File: src/rtl/mul_seq_32.sv
// Sequential unsigned shift-add multiplier that drives an external shared adder,
// one adder pass per multiplier bit.
module mul_seq_32 #(
  parameter int unsigned N     = 32,
  parameter int unsigned CNT_W = 6
) (
  input  logic             clk_i,
  input  logic             rst_i,
  input  logic             start_i,
  input  logic [N-1:0]     a_i,
  input  logic [N-1:0]     b_i,
  output logic             busy_o,
  output logic             done_o,
  output logic [2*N-1:0]   p_o,
  output logic [N-1:0]     add_a_o,
  output logic [N-1:0]     add_b_o,
  output logic             add_c0_o,
  input  logic [N:0]       add_s_i
);

  typedef enum logic [1:0] {StIdle, StRun, StDone} state_e;

  state_e             state_q, state_d;
  logic [N-1:0]       acc_hi_q, acc_hi_d;
  logic [N-1:0]       acc_lo_q, acc_lo_d;
  logic [N-1:0]       mcand_q, mcand_d;
  logic [CNT_W-1:0]   cnt_q, cnt_d;
  logic [2*N-1:0]     p_q, p_d;

  logic               last_iter;
  logic [2*N-1:0]     shifted;

  assign last_iter = (cnt_q == CNT_W'(N - 1));
  // Adder carry rides into the top of the accumulator so no overflow is lost.
  assign shifted   = {add_s_i, acc_lo_q[N-1:1]};

  // State register
  always_ff @(posedge clk_i) begin
    if (rst_i) begin
      state_q <= StIdle;
    end else begin
      state_q <= state_d;
    end
  end

  // Next-state logic
  always_comb begin
    state_d = state_q;
    unique case (state_q)
      StIdle:  if (start_i) state_d = StRun;
      StRun:   if (last_iter) state_d = StDone;
      StDone:  state_d = start_i ? StRun : StIdle;
      default: state_d = StIdle;
    endcase
  end

  // Outputs and adder drive
  always_comb begin
    busy_o   = (state_q == StRun);
    done_o   = (state_q == StDone);
    p_o      = p_q;
    add_a_o  = busy_o ? acc_hi_q : '0;
    add_b_o  = (busy_o && acc_lo_q[0]) ? mcand_q : '0;
    add_c0_o = 1'b0;
  end

  // Datapath next-state
  always_comb begin
    acc_hi_d = acc_hi_q;
    acc_lo_d = acc_lo_q;
    mcand_d  = mcand_q;
    cnt_d    = cnt_q;
    p_d      = p_q;
    unique case (state_q)
      StIdle, StDone: begin
        if (start_i) begin
          acc_hi_d = '0;
          acc_lo_d = b_i;
          mcand_d  = a_i;
          cnt_d    = '0;
        end
      end
      StRun: begin
        {acc_hi_d, acc_lo_d} = shifted;
        cnt_d                = cnt_q + CNT_W'(1);
        if (last_iter) p_d = shifted;
      end
      default: ;
    endcase
  end

  always_ff @(posedge clk_i) begin
    if (rst_i) begin
      acc_hi_q <= '0;
      acc_lo_q <= '0;
      mcand_q  <= '0;
      cnt_q    <= '0;
      p_q      <= '0;
    end else begin
      acc_hi_q <= acc_hi_d;
      acc_lo_q <= acc_lo_d;
      mcand_q  <= mcand_d;
      cnt_q    <= cnt_d;
      p_q      <= p_d;
    end
  end

endmodule
File: config.mk
export PLATFORM = sky130hd
export DESIGN_NAME = mul_seq_32
export DESIGN_NICKNAME = d
export VERILOG_FILES = /design/src/rtl/mul_seq_32.sv
export SDC_FILE = /design/constraint.sdc
export NUM_CORES = 1
export LEC_CHECK = 0
export CELL_PAD_IN_SITES_DETAIL_PLACEMENT = 1
export CELL_PAD_IN_SITES_GLOBAL_PLACEMENT = 2
export CORE_UTILIZATION = 24
export DETAILED_ROUTE_END_ITERATION = 10
export PLACE_DENSITY_LB_ADDON = 0.08
export SLEW_MARGIN = 0
export SYNTH_ARGS = -nofsm -noshare
export SYNTH_HDL_FRONTEND = slang
export SYNTH_SLANG_ARGS = --single-unit
File: constraint.sdc
create_clock -name clk_i -period 1.72 [get_ports clk_i]
set_input_delay 0.516 -clock clk_i [delete_from_list [all_inputs] [get_ports clk_i]]
set_output_delay 0.516 -clock clk_i [all_outputs]
set_load 0.005 [all_outputs]
==> results of run 1 <==
cells in the mapped netlist, types with 2 or more instances:
| master | count | area (um2) |
|---|---|---|
| sky130_fd_sc_hd__and2_1 | 32 | 200.2 |
| sky130_fd_sc_hd__nand2b_1 | 131 | 819.5 |
| sky130_fd_sc_hd__clkbuf_1 | 39 | 146.4 |
| sky130_fd_sc_hd__and3_1 | 35 | 219.0 |
| sky130_fd_sc_hd__buf_8 | 5 | 75.07 |
| sky130_fd_sc_hd__a21oi_1 | 99 | 495.5 |
| sky130_fd_sc_hd__mux2i_1 | 64 | 640.6 |
| sky130_fd_sc_hd__dfxtp_1 | 168 | 3363 |
| sky130_fd_sc_hd__mux2_2 | 3 | 33.78 |
| sky130_fd_sc_hd__buf_2 | 18 | 90.09 |
| sky130_fd_sc_hd__nor2_1 | 3 | 11.26 |
| sky130_fd_sc_hd__a22oi_1 | 32 | 240.2 |
| sky130_fd_sc_hd__nand2_1 | 97 | 364.1 |
| sky130_fd_sc_hd__nand3_1 | 69 | 345.3 |
| sky130_fd_sc_hd__clkbuf_2 | 2 | 10.01 |
| sky130_fd_sc_hd__nor3b_1 | 2 | 15.01 |
| sky130_fd_sc_hd__buf_4 | 7 | 52.55 |
| sky130_fd_sc_hd__nor2b_1 | 4 | 25.02 |
| sky130_fd_sc_hd__buf_1 | 8 | 30.03 |
| sky130_fd_sc_hd__nand4_1 | 2 | 12.51 |
state kept, by name, summed over array words and instances (netlist names):
| name | flops |
|---|---|
| p_o | 64 |
| state_q | 2 |
| mcand_q | 32 |
| acc_lo_q | 32 |
| cnt_q | 6 |
| acc_hi_q | 32 |
final cells by class:
| cell class | count | area, um2 | area share |
|---|---|---|---|
| multi-input cells | 579 | 3769 | 0.3210 |
| repair buffers | 307 | 3458 | 0.2946 |
| flip-flops and latches | 168 | 3388 | 0.2886 |
| clock inverters | 10 | 170.2 | 0.01450 |
| well taps | 390 | 488.0 | 0.04157 |
| clock buffers | 22 | 454.2 | 0.03869 |
| inverters | 1 | 11.26 | 0.0009593 |
where the power goes:
group	switching [W]	total (W)	internal (W)
Clock	0.00168	0.00417	0.00248
Sequential	0.000107	0.00414	0.00403
Combinational	0.000634	0.00139	0.000751
Total	0.00243	0.00969	0.00727
repair_timing:
item	in CTS	in global routing
hold endpoints to repair	0	0
gates resized for setup	452	58
pin swaps	26	9
hold buffers	0	0
cloned	17	1
setup buffers	21	14
endpoints found under the setup margin	196	160
stage by stage:
step | util | setup TNS (ns) | hold WS (ns)
after CTS | 0.3904 | -35.17 | 0.4207
final | 0.3950 | -24.61 | 0.4358
after global placement | 0.3421 | -28.86 | 0.4382
after global routing | 0.3950 | -33.83 | 0.4308
after detailed placement | 0.3421 | -31.93 | 0.4420
after floorplan | - | 0 | 0.4319
worst max path at each step:
stage          slack (ns)                     from     endpoint  cells after the start
2_1_floorplan      0.0009  state_q[1]$_SDFFE_PP0P_  add_b_o[27]                      7
3_3_place_gp        -0.26  state_q[1]$_SDFFE_PP0P_  add_a_o[29]                      5
3_5_place_dp        -0.26  state_q[1]$_SDFFE_PP0P_   add_b_o[5]                      5
4_1_cts             -0.43  state_q[1]$_SDFFE_PP0P_  add_b_o[12]                      5
5_1_grt             -0.45  state_q[1]$_SDFFE_PP0P_  add_a_o[21]                      7
6_report            -0.39  state_q[1]$_SDFFE_PP0P_  add_a_o[21]                      7
metal layers:
metal	vias up	routed length, um
met5	-	0
met4	0	377
met3	21	1207
met2	151	12540
met1	3249	12570
li1	3285	-
cells in the final DEF (no fill, tap or decap), types with 2 or more instances in the layout:
master                            Yosys  routed
sky130_fd_sc_hd__buf_16               0      11
sky130_fd_sc_hd__nand2b_4             0       2
sky130_fd_sc_hd__dfxtp_1            168     148
sky130_fd_sc_hd__mux2_2               3       2
sky130_fd_sc_hd__clkdlybuf4s50_1      0      98
sky130_fd_sc_hd__dlygate4sd2_1        0      64
sky130_fd_sc_hd__buf_8                5       4
sky130_fd_sc_hd__and2_4               0      32
sky130_fd_sc_hd__clkbuf_16            0      18
sky130_fd_sc_hd__nand3_1             69      69
sky130_fd_sc_hd__nand2_1             97      97
sky130_fd_sc_hd__clkinvlp_4           0       2
sky130_fd_sc_hd__dfxtp_2              0      20
sky130_fd_sc_hd__nor3b_1              2       2
sky130_fd_sc_hd__and3_4               0      19
sky130_fd_sc_hd__nor2_1               3       3
sky130_fd_sc_hd__buf_6                1      56
sky130_fd_sc_hd__nand2b_1           131     129
sky130_fd_sc_hd__nor2b_1              4       3
sky130_fd_sc_hd__clkbuf_2             2       4
sky130_fd_sc_hd__a22oi_1             32      12
sky130_fd_sc_hd__buf_4                7      21
sky130_fd_sc_hd__mux2i_1             64      64
sky130_fd_sc_hd__a22oi_2              0      20
sky130_fd_sc_hd__a21oi_1             99      99
sky130_fd_sc_hd__clkbuf_1            39       4
sky130_fd_sc_hd__buf_12               0      32
sky130_fd_sc_hd__bufinv_16            0       4
sky130_fd_sc_hd__and3_1              35      16
sky130_fd_sc_hd__buf_2               18      16
sky130_fd_sc_hd__clkinv_4             0       4
sky130_fd_sc_hd__nand4_1              2       2
logic make-up after synthesis:
family | after synthesis | synth area share
buf+inv | 81 | 0.05782
compound gates | 134 | 0.1046
fa+ha+maj | 1 | 0.001726
flops | 168 | 0.4639
other cells | 1 | 0.0005173
mux | 67 | 0.09303
simple gates | 376 | 0.2784
==> flow_summary.rst, run 1 <==
.. list-table::
   :header-rows: 1

   * - Metric
     - Value
   * - Chip width
     - 175.8 um
   * - Unrepaired setup endpoints after global routing
     - true
   * - Antenna violations before repair
     - 0
   * - Met1 Track Usage GR
     - 0.2262
   * - Ant. Diodes
     - 0
   * - Total power draw
     - 0.009694 W
   * - Worst-path clk slew
     - 0.07 ns
   * - Fraction of layout cells with a size suffix above 1
     - 0.2493
   * - Boundary pin count
     - 231
   * - Placed inst area
     - ~10000 um2
   * - Worst-case register-to-register setup slack
     - -0.20 ns
   * - Drt pass-1 iters
     - 4
   * - Number of clock sinks
     - about 170
   * - Depth of the most critical reg-to-reg path
     - 11
   * - Post-synthesis instance area
     - 7249 um2
   * - Synthesized Nets
     - 929
   * - Clock tree from TritonCTS
     - done
   * - Sequence of cells on the critical path
     - nand2b_4, inv_8, buf_12, buf_8, buf_16, and2_4, buf_6
   * - Cell variety after synth
     - 28
   * - Leakage power
     - roughly 4.7 nW
   * - GRT Overall Usage
     - 0.1745
   * - Setup ws final
     - -0.3945 ns
   * - Synthesized flop and latch total
     - about 170
   * - Number of setup violations in the final report
     - roughly 120
   * - Die area
     - 30910 um2
   * - First-pass GRT wire length
     - approximately 41 mm
   * - Peak supply drop
     - between 0.6 and 0.7 mV
   * - Master of the slowest instance on the critical path
     - sky130_fd_sc_hd__dfxtp_2
   * - Growth of design area from synthesis to finish
     - 61.93%
   * - DPL Wire Length
     - approximately 16 mm
   * - Via count of the first global-routing pass
     - 7063
   * - Tightest Hold Check Type
     - in2reg
   * - Fin area
     - 11740 um2
   * - Delay-heaviest family, CP
     - buffers and inverters
   * - Min-Delay Endpoint
     - acc_lo_q[14]$_SDFFE_PP0P_
   * - Root buffer cell
     - sky130_fd_sc_hd__clkbuf_16
   * - Number of buffer cells added on primary ports
     - roughly 230
   * - Worst r2r src
     - state_q[1]$_SDFFE_PP0P_
   * - Final-stage net count
     - 1175
   * - Most used routing layer
     - met2
   * - Final Routed Wirelength
     - 26.70 mm
   * - Maximum clock frequency
     - between 0.4 and 0.5 GHz
   * - Required time of the critical path
     - approximately 1.2 ns
   * - Skew-Pair Late Insertion Delay
     - 0.43 ns
   * - Largest net degree at the start of global routing
     - 70
   * - Die boundary height
     - 175.8 um
   * - Crit path capture type
     - primary output
   * - # fillers
     - 3346
   * - Synthesis warning total
     - 0
   * - Crit Reg-Reg Endpoint
     - p_o[7]$_SDFFE_PP0P_
   * - Sequential share of the synthesized area
     - 0.4639
   * - Post-place setup slack
     - -0.2616 ns
   * - Critical path fanouts, max
     - 8
   * - Number of routed nets with antenna violations
     - 0
   * - Endpoints failing hold
     - 0
   * - Hold Path Origin
     - rst_i
   * - Worst endpoint data arrival time
     - 1.60 ns
   * - Buffers & Inverters on Critical Path
     - 5
   * - Placed Cells
     - 1402
   * - Pwr per Cell Area
     - around 830 nW/um2
   * - Global placer's final weighted congestion
     - 0.6909
   * - Initial core utilization
     - 0.2439
   * - CTS buffer count
     - 17
   * - Vias post-DR
     - approximately 6700
   * - Routing usage on met3
     - 0.04026
   * - Number of non-filler instances in the completed layout
     - 1477
   * - Async set or reset register ratio after synthesis
     - 0
   * - Hold Crit Depth
     - 2
   * - Minimum clock period after layout
     - approximately 2.1 ns
   * - H-Tree Level Count
     - 4
   * - Post-DR vias/cell
     - about 4.5
   * - Starting DRT DRC Count
     - between 200 and 300
   * - Primary flip-flop cell chosen by synthesis mapping
     - sky130_fd_sc_hd__dfxtp_1
   * - Failing checks
     - setup timing
   * - Critical path's largest stage delay
     - 0.32 ns
   * - CTS max path bufs
     - 2
   * - Classification of the worst setup path
     - reg2out
   * - Count of flip-flops with a built-in enable after synthesis
     - 0
   * - Remaining routing DRC violations
     - 0
   * - Average wire per standard cell
     - around 18 um
   * - Total core area
     - ~30000 um2
   * - Max Clock Skew
     - 0.01076 ns
   * - Congestion Overflow GR
     - 0
   * - Type of element launching the critical path
     - flip-flop
   * - Placement row count
     - 63
   * - Status
     - finished with violations
   * - Number of standard cells after synthesis
     - 828
   * - Max-cap violations
     - 0
   * - Max-slew violation count
     - 0
   * - Post-route fraction of the period consumed by the critical path
     - 1.229
   * - Syn Area/Cell
     - between 8 and 9 um2
   * - Met2 routing resource usage after global routing
     - 0.2874
Note: power is estimated with default switching activity, not from simulation.
==> run 2, diff against run 1 <==
CORE_MARGIN = 2   (was not set)
==> run 2 against run 1 <==
Effect of this change:
- power down 4.2%
- the flow still finishes with violations (setup timing)
- clock power decreased by 9.6%
- clock skew grew 0.0099 ns
- highest routed layer unchanged
- largest power group is now registers
==> flow_summary.rst, run 2 (synthesis results as in run 1) <==
.. list-table::
   :header-rows: 1

   * - Metric
     - Value
   * - Switching Power
     - about 0.0025 W
   * - Status
     - finished with violations
   * - Seq pwr share
     - 0.446
   * - Peak supply drop
     - 0.5459 mV
   * - Antenna violations before repair
     - 0
   * - Chip width
     - 177.8 um
   * - Placement row count
     - 63
   * - Total core area
     - 29720 um2
   * - Worst endpoint data arrival time
     - 1.62 ns
   * - CTS max path bufs
     - 2
   * - Post-DR vias/cell
     - 4.462
   * - Vias post-DR
     - 6630
   * - Number of setup violations in the final report
     - 133
   * - Slew HR
     - 0.4363
   * - Sequence of cells on the critical path
     - nand2b_4, inv_8, buf_6, buf_12, buf_16, and3_4, buf_6
   * - Total power draw
     - 0.009285 W
   * - Ant. Diodes
     - 0
   * - Most common cell type on the critical path
     - sky130_fd_sc_hd__buf_6
   * - Minimum clock period after layout
     - 2.133 ns
   * - Number of routed nets with antenna violations
     - 0
   * - Comb power frac
     - 0.148
   * - Maximum clock frequency
     - 0.4689 GHz
   * - Endpoints failing hold
     - 0
   * - Multi-input logic area
     - 3829 um2
   * - Clk pwr share
     - 0.407
   * - Critical path's largest stage delay
     - around 0.33 ns
   * - Number of buffer cells added on primary ports
     - around 230
   * - Die area
     - between 30000 and 40000 um2
   * - Pwr per Cell Area
     - around 800 nW/um2
   * - Tightest Hold Check Type
     - in2reg
   * - Type of element launching the critical path
     - flip-flop
   * - DPL Wire Length
     - 16.80 mm
   * - CTS buffer count
     - 17
   * - Failing checks
     - setup timing
   * - Crit path capture type
     - primary output
   * - Die boundary height
     - 177.8 um
   * - Seq. cell area
     - roughly 3400 um2
   * - Remaining routing DRC violations
     - 0
   * - Average wire per standard cell
     - 17.49 um
   * - Post-route fraction of the period consumed by the critical path
     - 1.240
   * - Max-cap violations
     - 0
   * - Critical path fanouts, max
     - 8
   * - Required time of the critical path
     - ~1.2 ns
   * - Global placer's final weighted congestion
     - 0.6829
   * - Max-slew violation count
     - 0
   * - Actual transition at the worst max-transition pin
     - 0.8455 ns
   * - Boundary pin count
     - approximately 230
   * - Clock tree from TritonCTS
     - done
   * - Fraction of layout cells with a size suffix above 1
     - 0.2655
   * - Starting DRT DRC Count
     - 320
   * - Classification of the worst setup path
     - reg2out
   * - Number of non-filler instances in the completed layout
     - 1486
   * - Skew-Pair Late Insertion Delay
     - 0.44 ns
   * - Final Routed Wirelength
     - ~26 mm
   * - Initial core utilization
     - 0.2439
   * - Via count of the first global-routing pass
     - 6983
   * - Cts hold-fix bufs
     - 0
   * - Worst-path clk slew
     - 0.07 ns
   * - Drt pass-1 iters
     - 4
   * - Max Clock Skew
     - 0.02066 ns
   * - Delay-heaviest family, CP
     - buffers and inverters
   * - Growth of design area from synthesis to finish
     - 62.55%
   * - GRT Overall Usage
     - 0.1657
   * - Design internal power
     - 0.006756 W
   * - # fillers
     - 3352
   * - Leakage power
     - between 4 and 5 nW
   * - Largest net degree at the start of global routing
     - 70
   * - Fin area
     - 11780 um2
   * - Number of clock sinks
     - ~170
   * - Final-stage net count
     - 1185
   * - Setup ws final
     - -0.4126 ns
   * - Most common cell after layout, fill and taps aside
     - sky130_fd_sc_hd__dfxtp_1
   * - Flip-flop count of the largest register after layout
     - 64
   * - Master of the slowest instance on the critical path
     - sky130_fd_sc_hd__dfxtp_2
   * - Congestion Overflow GR
     - 0
   * - Placed Cells
     - ~1400
   * - Buffers & Inverters on Critical Path
     - 5
   * - End-of-flow core utilization
     - 0.3965
   * - First-pass GRT wire length
     - 40.33 mm
   * - Root buffer cell
     - sky130_fd_sc_hd__clkbuf_16
   * - Unrepaired setup endpoints after global routing
     - true
   * - Placed inst area
     - 10200 um2
   * - Share of total power consumed by net switching
     - 0.2724
   * - Leading cell types in the layout, fill and taps excluded
     - 149 x sky130_fd_sc_hd__dfxtp_1, 129 x sky130_fd_sc_hd__nand2b_1, 98 x sky130_fd_sc_hd__clkdlybuf4s50_1
   * - H-Tree Level Count
     - 4
## run 2: changes by cell type in the layout (fill, tap and decap cells not counted), sizes merged
cell           before  now
buf               140  152
clkbuf             27   20
inv                 1    8
bufinv              4    0
bufbuf              0    1
clkdlybuf4s15       0    1
clkinv              4    3
## run 2: final timing paths
kind	from	end	slack, ns	cells after the start
setup / recovery	state_q[1]$_SDFFE_PP0P_	add_b_o[28]	-0.41	7
hold / removal	rst_i	acc_lo_q[13]$_SDFFE_PP0P_	0.42	2
setup reg to reg	state_q[1]$_SDFFE_PP0P_	p_o[16]$_SDFFE_PP0P_	-0.26	12
hold reg to reg	mcand_q[13]$_SDFFE_PP0P_	mcand_q[13]$_SDFFE_PP0P_	0.46	2
## run 2: routing by layer
metal | part of all wire | GRT usage | wire [um]
met1 | 0.47 | 0.2146 | 12190
met5 | 0 | 0 | 0
met2 | 0.46 | 0.2715 | 12030
met3 | 0.057 | 0.04692 | 1473
met4 | 0.012 | 0.03962 | 308
## run 2: repair_timing
action,in CTS,in global routing
buffers inserted,32,7
setup endpoints to repair,196,152
cloned,14,1
pin swaps,25,9
gates resized for setup,493,29
## run 2: area by class of cell
class	count	share of cell area
Multi-Input combinational cell	579	0.3249
Timing Repair Buffer	317	0.2977
Sequential cell	168	0.2874
Tap cell	390	0.04141
Clock buffer	19	0.03844
Clock inverter	12	0.009131
Inverter	1	0.0009556
## run 2: through the flow
stage / setup slack [ns] / setup TNS [ns] / hold slack, ns
final: -0.4126 / -33.71 / 0.4213
after CTS: -0.4327 / -36.18 / 0.4089
after floorplan: 0.0009311 / 0 / 0.4319
after global placement: -0.2415 / -32.66 / 0.4440
after detailed placement: -0.2699 / -39.41 / 0.4447
after global routing: -0.4844 / -44.90 / 0.4225
## run 2: power by group through the flow
stage / clock [W] / combinational (W) / sequential [W]
global placement: 0 / 0.00111 / 0.00422
floorplan: 0 / 0.000532 / 0.00418
detailed placement: 0 / 0.00112 / 0.00422
global route: 0.00409 / 0.00150 / 0.00416
finish: 0.00377 / 0.00137 / 0.00414
CTS: 0.00393 / 0.00141 / 0.00414
